`src/rtl/ps2_command_tx.sv`:
```
// Host-to-device PS/2 command transmitter: inhibits the bus, issues a request-to-send,
// shifts one byte plus odd parity and stop out on device clock falls, then checks the ACK.
module ps2_command_tx #(
  parameter int CLOCK_FREQUENCY    = 25000000,
  parameter int INHIBIT_CYCLES     = 3000,
  parameter int REQ_TIMEOUT_CYCLES = 375000,
  parameter int BIT_TIMEOUT_CYCLES = 50000
) (
  input  logic       Clock,
  input  logic       reset,
  input  logic [7:0] cmd_data,
  input  logic       cmd_send,
  output logic       cmd_ready,
  input  logic       ps2_clk_in,
  input  logic       ps2_dat_in,
  output logic       ps2_clk_oe,
  output logic       ps2_dat_oe,
  output logic       tx_busy,
  output logic       tx_done,
  output logic       tx_error,
  output logic [2:0] dbg_state
);

  localparam int CW = $clog2(REQ_TIMEOUT_CYCLES) + 1;
  localparam logic [CW-1:0] INH_LAST = CW'(INHIBIT_CYCLES - 1);
  localparam logic [CW-1:0] REQ_LAST = CW'(REQ_TIMEOUT_CYCLES - 1);
  localparam logic [CW-1:0] BIT_LAST = CW'(BIT_TIMEOUT_CYCLES - 1);

  typedef enum logic [2:0] {
    IDLE    = 3'd0,
    INHIBIT = 3'd1,
    REQ     = 3'd2,
    SEND    = 3'd3,
    ACK     = 3'd4,
    RELEASE = 3'd5,
    DONE    = 3'd6,
    FAIL    = 3'd7
  } state_t;

  state_t        state_q, state_d;
  logic [CW-1:0] cnt_q, cnt_d;
  logic [3:0]    bitcnt_q, bitcnt_d;
  logic [10:0]   sr_q, sr_d;
  logic          clk_s1_q, clk_s2_q, clk_prev_q;
  logic          dat_s1_q, dat_s2_q;
  logic          clk_oe_q, clk_oe_d;
  logic          dat_oe_q, dat_oe_d;
  logic          cmd_ready_q, cmd_ready_d;
  logic          tx_done_q, tx_done_d;
  logic          tx_error_q, tx_error_d;
  logic          fall;

  // Falls are taken from the synchronised line so a device edge is seen exactly once.
  assign fall = clk_prev_q & ~clk_s2_q;

  always_comb begin
    state_d  = state_q;
    cnt_d    = cnt_q;
    bitcnt_d = bitcnt_q;
    sr_d     = sr_q;
    dat_oe_d = dat_oe_q;

    case (state_q)
      IDLE: begin
        if (cmd_send) begin
          sr_d     = {1'b1, ~^cmd_data, cmd_data};
          cnt_d    = '0;
          bitcnt_d = '0;
          state_d  = INHIBIT;
        end
      end
      INHIBIT: begin
        if (cnt_q == INH_LAST) begin
          cnt_d    = '0;
          dat_oe_d = 1'b1;
          state_d  = REQ;
        end else begin
          cnt_d = cnt_q + 1'b1;
        end
      end
      REQ: begin
        if (fall) begin
          dat_oe_d = ~sr_q[0];
          sr_d     = {1'b1, sr_q[10:1]};
          bitcnt_d = 4'd1;
          cnt_d    = '0;
          state_d  = SEND;
        end else if (cnt_q == REQ_LAST) begin
          state_d = FAIL;
        end else begin
          cnt_d = cnt_q + 1'b1;
        end
      end
      SEND: begin
        if (fall) begin
          dat_oe_d = ~sr_q[0];
          sr_d     = {1'b1, sr_q[10:1]};
          bitcnt_d = bitcnt_q + 4'd1;
          cnt_d    = '0;
          if (bitcnt_q == 4'd9) state_d = ACK;
        end else if (cnt_q == BIT_LAST) begin
          state_d = FAIL;
        end else begin
          cnt_d = cnt_q + 1'b1;
        end
      end
      ACK: begin
        if (fall) begin
          cnt_d   = '0;
          state_d = dat_s2_q ? FAIL : RELEASE;
        end else if (cnt_q == BIT_LAST) begin
          state_d = FAIL;
        end else begin
          cnt_d = cnt_q + 1'b1;
        end
      end
      RELEASE: begin
        if (clk_s2_q && dat_s2_q) begin
          state_d = DONE;
        end else if (cnt_q == BIT_LAST) begin
          state_d = FAIL;
        end else begin
          cnt_d = cnt_q + 1'b1;
        end
      end
      DONE:    state_d = IDLE;
      FAIL:    state_d = IDLE;
      default: state_d = IDLE;
    endcase

    // Data is only ever pulled while the start bit or a data/parity bit is on the wire.
    if (state_d != REQ && state_d != SEND) dat_oe_d = 1'b0;
    clk_oe_d    = (state_d == INHIBIT);
    cmd_ready_d = (state_d == IDLE);
    tx_done_d   = (state_d == DONE);
    tx_error_d  = (state_d == FAIL);
  end

  always_ff @(posedge Clock) begin
    if (reset) begin
      state_q     <= IDLE;
      cnt_q       <= '0;
      bitcnt_q    <= '0;
      sr_q        <= '0;
      clk_s1_q    <= 1'b1;
      clk_s2_q    <= 1'b1;
      clk_prev_q  <= 1'b1;
      dat_s1_q    <= 1'b1;
      dat_s2_q    <= 1'b1;
      clk_oe_q    <= 1'b0;
      dat_oe_q    <= 1'b0;
      cmd_ready_q <= 1'b1;
      tx_done_q   <= 1'b0;
      tx_error_q  <= 1'b0;
    end else begin
      state_q     <= state_d;
      cnt_q       <= cnt_d;
      bitcnt_q    <= bitcnt_d;
      sr_q        <= sr_d;
      clk_s1_q    <= ps2_clk_in;
      clk_s2_q    <= clk_s1_q;
      clk_prev_q  <= clk_s2_q;
      dat_s1_q    <= ps2_dat_in;
      dat_s2_q    <= dat_s1_q;
      clk_oe_q    <= clk_oe_d;
      dat_oe_q    <= dat_oe_d;
      cmd_ready_q <= cmd_ready_d;
      tx_done_q   <= tx_done_d;
      tx_error_q  <= tx_error_d;
    end
  end

  assign cmd_ready  = cmd_ready_q;
  assign tx_busy    = ~cmd_ready_q;
  assign ps2_clk_oe = clk_oe_q;
  assign ps2_dat_oe = dat_oe_q;
  assign tx_done    = tx_done_q;
  assign tx_error   = tx_error_q;
  assign dbg_state  = state_q;

endmodule

```
`config.mk`:
```
export PLATFORM = sky130hd
export DESIGN_NAME = ps2_command_tx
export DESIGN_NICKNAME = d
export VERILOG_FILES = /design/src/rtl/ps2_command_tx.sv
export SDC_FILE = /design/constraint.sdc
export NUM_CORES = 1
export LEC_CHECK = 0
export CAP_MARGIN = 30
export CORE_MARGIN = 3
export CORE_UTILIZATION = 30
export CTS_CLUSTER_SIZE = 14
export DETAILED_ROUTE_END_ITERATION = 10
export HOLD_SLACK_MARGIN = 0.05
export RECOVER_POWER = 50
export SLEW_MARGIN = 0
export SYNTH_ARGS = -nofsm -noshare
export SYNTH_HDL_FRONTEND = slang
export SYNTH_SLANG_ARGS = --single-unit
export TNS_END_PERCENT = 5
```
`constraint.sdc`:
```
create_clock -name Clock -period 7.1 [get_ports Clock]
set_clock_uncertainty 0.05 [all_clocks]
set_input_delay 1.42 -clock Clock [delete_from_list [all_inputs] [get_ports Clock]]
set_output_delay 1.42 -clock Clock [all_outputs]
set_load 0.05 [all_outputs]
```
; ---- Word level (Yosys, flattened, before mapping)
; Cells that the tools add are included.
[totals]
in_bits = 13
ff_bits = 48
wordCells = 89
[classes]
reduce_logical = 17
bitwise_logic = 4
addsub = 2
mux = 29
n_eq_ne = 23
[ops]
columns = cell, n
row1 = 20-bit 2-to-1 mux, 7
row2 = 20-bit case mux with 5 select lines, 1
row3 = 3-bit 2-to-1 mux, 9
row4 = 11-bit 2-to-1 mux, 2
row5 = 11-bit case mux with 2 select lines, 1
row6 = 3-bit case mux with 7 select lines, 1
row7 = "20-bit by 1-bit adder with 20-bit output, second input constant", 1
row8 = "20-bit by 12-bit == test with 1-bit output, second input constant", 1
row9 = "20-bit by 16-bit == test with 1-bit output, second input constant", 1
row10 = "20-bit by 19-bit == test with 1-bit output, second input constant", 1
row11 = "3-bit == test, second input constant", 6
row12 = 4-bit 2-to-1 mux, 3
row13 = 4-bit case mux with 3 select lines, 1
row14 = "2-bit != test, second input constant", 5
row15 = 4-bit AND reduction, 2
row16 = 2-bit OR reduction, 4
row17 = 8-bit XNOR reduction, 1
row18 = "3-bit by 1-bit == test with 1-bit output, second input constant", 2
row19 = "3-bit by 2-bit == test with 1-bit output, second input constant", 2
row20 = 3-bit zero test, 2
row21 = "3-bit by 2-bit != test with 1-bit output, second input constant", 2
row22 = 3-bit AND reduction, 2
row23 = 5-bit nonzero test, 1
row24 = "4-bit by 1-bit adder with 4-bit output, second input constant", 1
row25 = other kinds (11), 16

; ---- Logic depth before layout (Yosys ltp)
[logic_depth]
ltp_word = 7
mapped_depth = 9
ltp_nobuf = 7

; ---- Least setup slack after synthesis
; Ideal clock, no wire load.
[synth_path]
path_type = input-to-reg
start = input cmd_send
end = register cnt_q[7]
path_buffers = 1
t_arrival_ns = 2.529
setup_ns = 0.101
t_required_ns = 6.949
setup_slack_ns = 4.420
path_stages = 6
path_cell_list = nor4_1 -> a21oi_1 -> o31ai_2 -> a211o_1 -> buf_4 -> o41ai_1
[synth_via]
elab_chain_cells = 2
[synth_lines]
columns = item, line_no
row1 = "start, declared", 12  ; input logic cmd_send,
row2 = 2-bit != test (no line), n/a
row3 = 4-bit AND reduction (no line), n/a
row4 = "end signal, assigned", 157  ; cnt_q <= cnt_d;
row5 = "end, declared", 41  ; logic [CW-1:0] cnt_q, cnt_d;
; Every way passes these cells.
; A chain may end at the register's enable or synchronous reset.

==> flow_summary.ini <==
[status]
outcome = finished with violations
violations = max-capacitance violations, max-slew violations

[floorplanning]
die_x_um = 101
die_area_um2 = 10200
rows = 34
coreArea_um2 = 8760
die_h_um = 101
num_io_pins = 22
start_util = 0.310

[setup_path]
start_kind = input port
cp-end-kind = flip-flop
crit_fanout = 43
critPathKind = in2reg
cp_slowest_cell = clkbuf_1
worstPathArrival_ns = 4.08
cp_data_required_time_ns = 7.23
path_cells = dlygate4sd3_1 -> clkbuf_1 -> nor2_1 -> o21ai_0 -> o41ai_1
slowest_delay_ns = 1.36

[timing]
finalSetupViolations = 0
worst_slack_ns = 3.15
min_period_ns = 3.95
tightest_slew_ns = 1.90
finalHoldViolCount = 0
tns_ns = 0
drv_slew = 44
grt_setup_unrepaired = no
fmax_ghz = 0.253
relSlewSlack = -0.269
finalCritPeriodShare = 0.556

[logic_synthesis]
ys_warn_count = 0
synth_top_area_frac = 0.353
yosys-top-cells-area = dfxtp_1 35%, nor2_1 4.7%, a21oi_1 3.7%, nand2_1 3.6%, mux2i_1 2.9%
ys.flop_type = dfxtp_1
yosys.area.top_type = dfxtp_1
syn_inst = 333
syn_avg_cell_area_um2 = 8.17
synth_area_um2 = 2720
synthTopCellsByCount = 48 x dfxtp_1, 34 x nor2_1, 26 x nand2_1
synth-edff-count = 0
postSynth.asyncResetShare = 0
synth_fp_nets = 349
synth.most_common_cell = dfxtp_1
ys_types = 64
ys_seq_area_frac = 0.353
ys_ff_latch = 48

[clock_tree]
cts_max_level = 2
cts_resized = 0
clk_pin_slew_ns = 0.09
cts_tree = done
clock_latency_ns = 0.30
cts_setup_buffers = 0
clock-sinks = 48
cts_buffer_depth = 2
cts_buffers = 5
ctsHoldBuffers = 0
cts-root-buf = clkbuf_8

[place]
dp_hpwl_um = 4810
port_buffers = 21
post-place-ws_ns = 3.60
globalplace.congestion = 0.856

[drt]
vias = 2541
drt-wirelength-per-cell_um = 14.9
firstDrtPassIters = 7
drc = 0
wl_um = 6770
viasPerCell = 5.60
ant_nets = 0
dr.first_iter.drc_count = 184

[global_routing]
grt_max_degree = 44
use_met1 = 0.188
antenna_found_initial = 0
grt_pass1_wl_um = 11500
use_met3 = 0.0207
grt_pass1_vias = 2357
grt-busiest-layer = met2
grt_overflow = 0
met2_usage = 0.216
grt_usage = 0.137

[final_layout]
n_antenna_cell = 0
fillers = 925
layout-drive-gt1-share = 0.0925
areaGrowthSynthToFinish_pct = 12.7
final_nets = 361

[power_and_ir_drop]
peakVddDrop_v = 0.0000641
power_density_nw_per_um2 = 172
leakage_nw = 1.04

[job]
max-cap-violations = 1

[min_path]
hp-class = reg2reg
==> layout make-up <==
class	instances	area, um2	share of cell area
multi-input cells	258	1620	0.529
inverters	9	33.8	0.0110
flip-flops and latches	48	961	0.313
clock buffers	6	82.6	0.0269
clock inverters	2	10.0	0.00326
repair buffers	23	221	0.0722
well taps	108	135	0.0441
==> cell usage in the layout (no fill, tap or decap), drive strengths merged, types with 5 or more instances in the layout <==
cell type / synthesis / layout
clkdlybuf4s50: 0 / 18
dfxtp: 48 / 48
mux2i: 8 / 8
or2: 7 / 7
a21oi: 21 / 21
nor2b: 5 / 5
a211oi: 9 / 9
or4: 6 / 6
or3: 7 / 7
nand3: 13 / 13
xnor2: 6 / 6
nor3: 12 / 12
clkbuf: 13 / 7
nand2b: 7 / 7
o41ai: 5 / 5
and3: 5 / 5
nor4: 10 / 10
a31oi: 5 / 5
nand4: 6 / 6
o21ai: 20 / 20
nand2: 26 / 26
o31ai: 5 / 5
inv: 9 / 9
nor2: 34 / 34
==> kinds of logic (layout without fill, tap and decap cells) <==
kind of cell               after synthesis  count (layout)  synth area share
xor gates and xnor gates                 7               7            0.0225
muxes                                    8               8            0.0294
DFF                                     48              48             0.353
adders and majority gates                3               3            0.0138
and+or+nand+nor                        155             155             0.319
buffers and inverters                   27              40            0.0446
AOI/OAI and AO/OA                       85              85             0.217
==> power breakdown <==
group | internal [mW] | leakage (nW) | switching [mW] | total, mW
clock network | 0.0779 | 0.0510 | 0.0899 | 0.168
logic | 0.0315 | 0.593 | 0.0437 | 0.0752
registers | 0.278 | 0.391 | 0.00629 | 0.284
==> state kept, by name (all words and copies together), names as in the netlist <==
register	flops
tx_done	1
clk_s1_q	1
cnt_q	20
ps2_dat_oe	1
tx_error	1
clk_prev_q	1
ps2_clk_oe	1
sr_q	11
dat_s2_q	1
dbg_state	3
cmd_ready	1
bitcnt_q	4
dat_s1_q	1
clk_s2_q	1
==> metrics by stage <==
stage | instance area, um2 | power, mW | util | hold WS [ns] | instances
5_1_grt | 3070 | 0.555 | 0.350 | 0.386 | 454
2_1_floorplan | 2720 | 0.342 | - | 0.339 | 333
3_3_place_gp | 2990 | 0.365 | 0.342 | 0.350 | 446
4_1_cts | 3090 | 0.534 | 0.352 | 0.370 | 454
6_report | 3070 | 0.527 | 0.350 | 0.366 | 454
3_5_place_dp | 2990 | 0.366 | 0.342 | 0.350 | 446
==> layer usage <==
metal,routed length (um),vias up
met5,0,-
met4,109,0
met3,333,8
met2,3130,83
met1,3200,1184
li1,-,1266
==> worst max-delay path, delay by kind of cell <==
kind / cells / cell delay, ns
compound gates: 2 / 0.37
buf+inv: 2 / 1.88
simple gates: 1 / 0.40
==> worst paths after layout <==
check / slack, ns / start / to / cells after the start
worst max register to register: 3.89 / cnt_q[0]$_SDFFE_PP0P_ / cnt_q[5]$_SDFFE_PP0P_ / 7
worst max-delay path: 3.15 / reset / cnt_q[7]$_SDFFE_PP0P_ / 5
worst min-delay path: 0.37 / clk_s1_q$_SDFF_PP1_ / clk_s2_q$_SDFF_PP1_ / 1
worst min register to register: 0.37 / clk_s1_q$_SDFF_PP1_ / clk_s2_q$_SDFF_PP1_ / 1
Power figures use the tool's default switching activity.
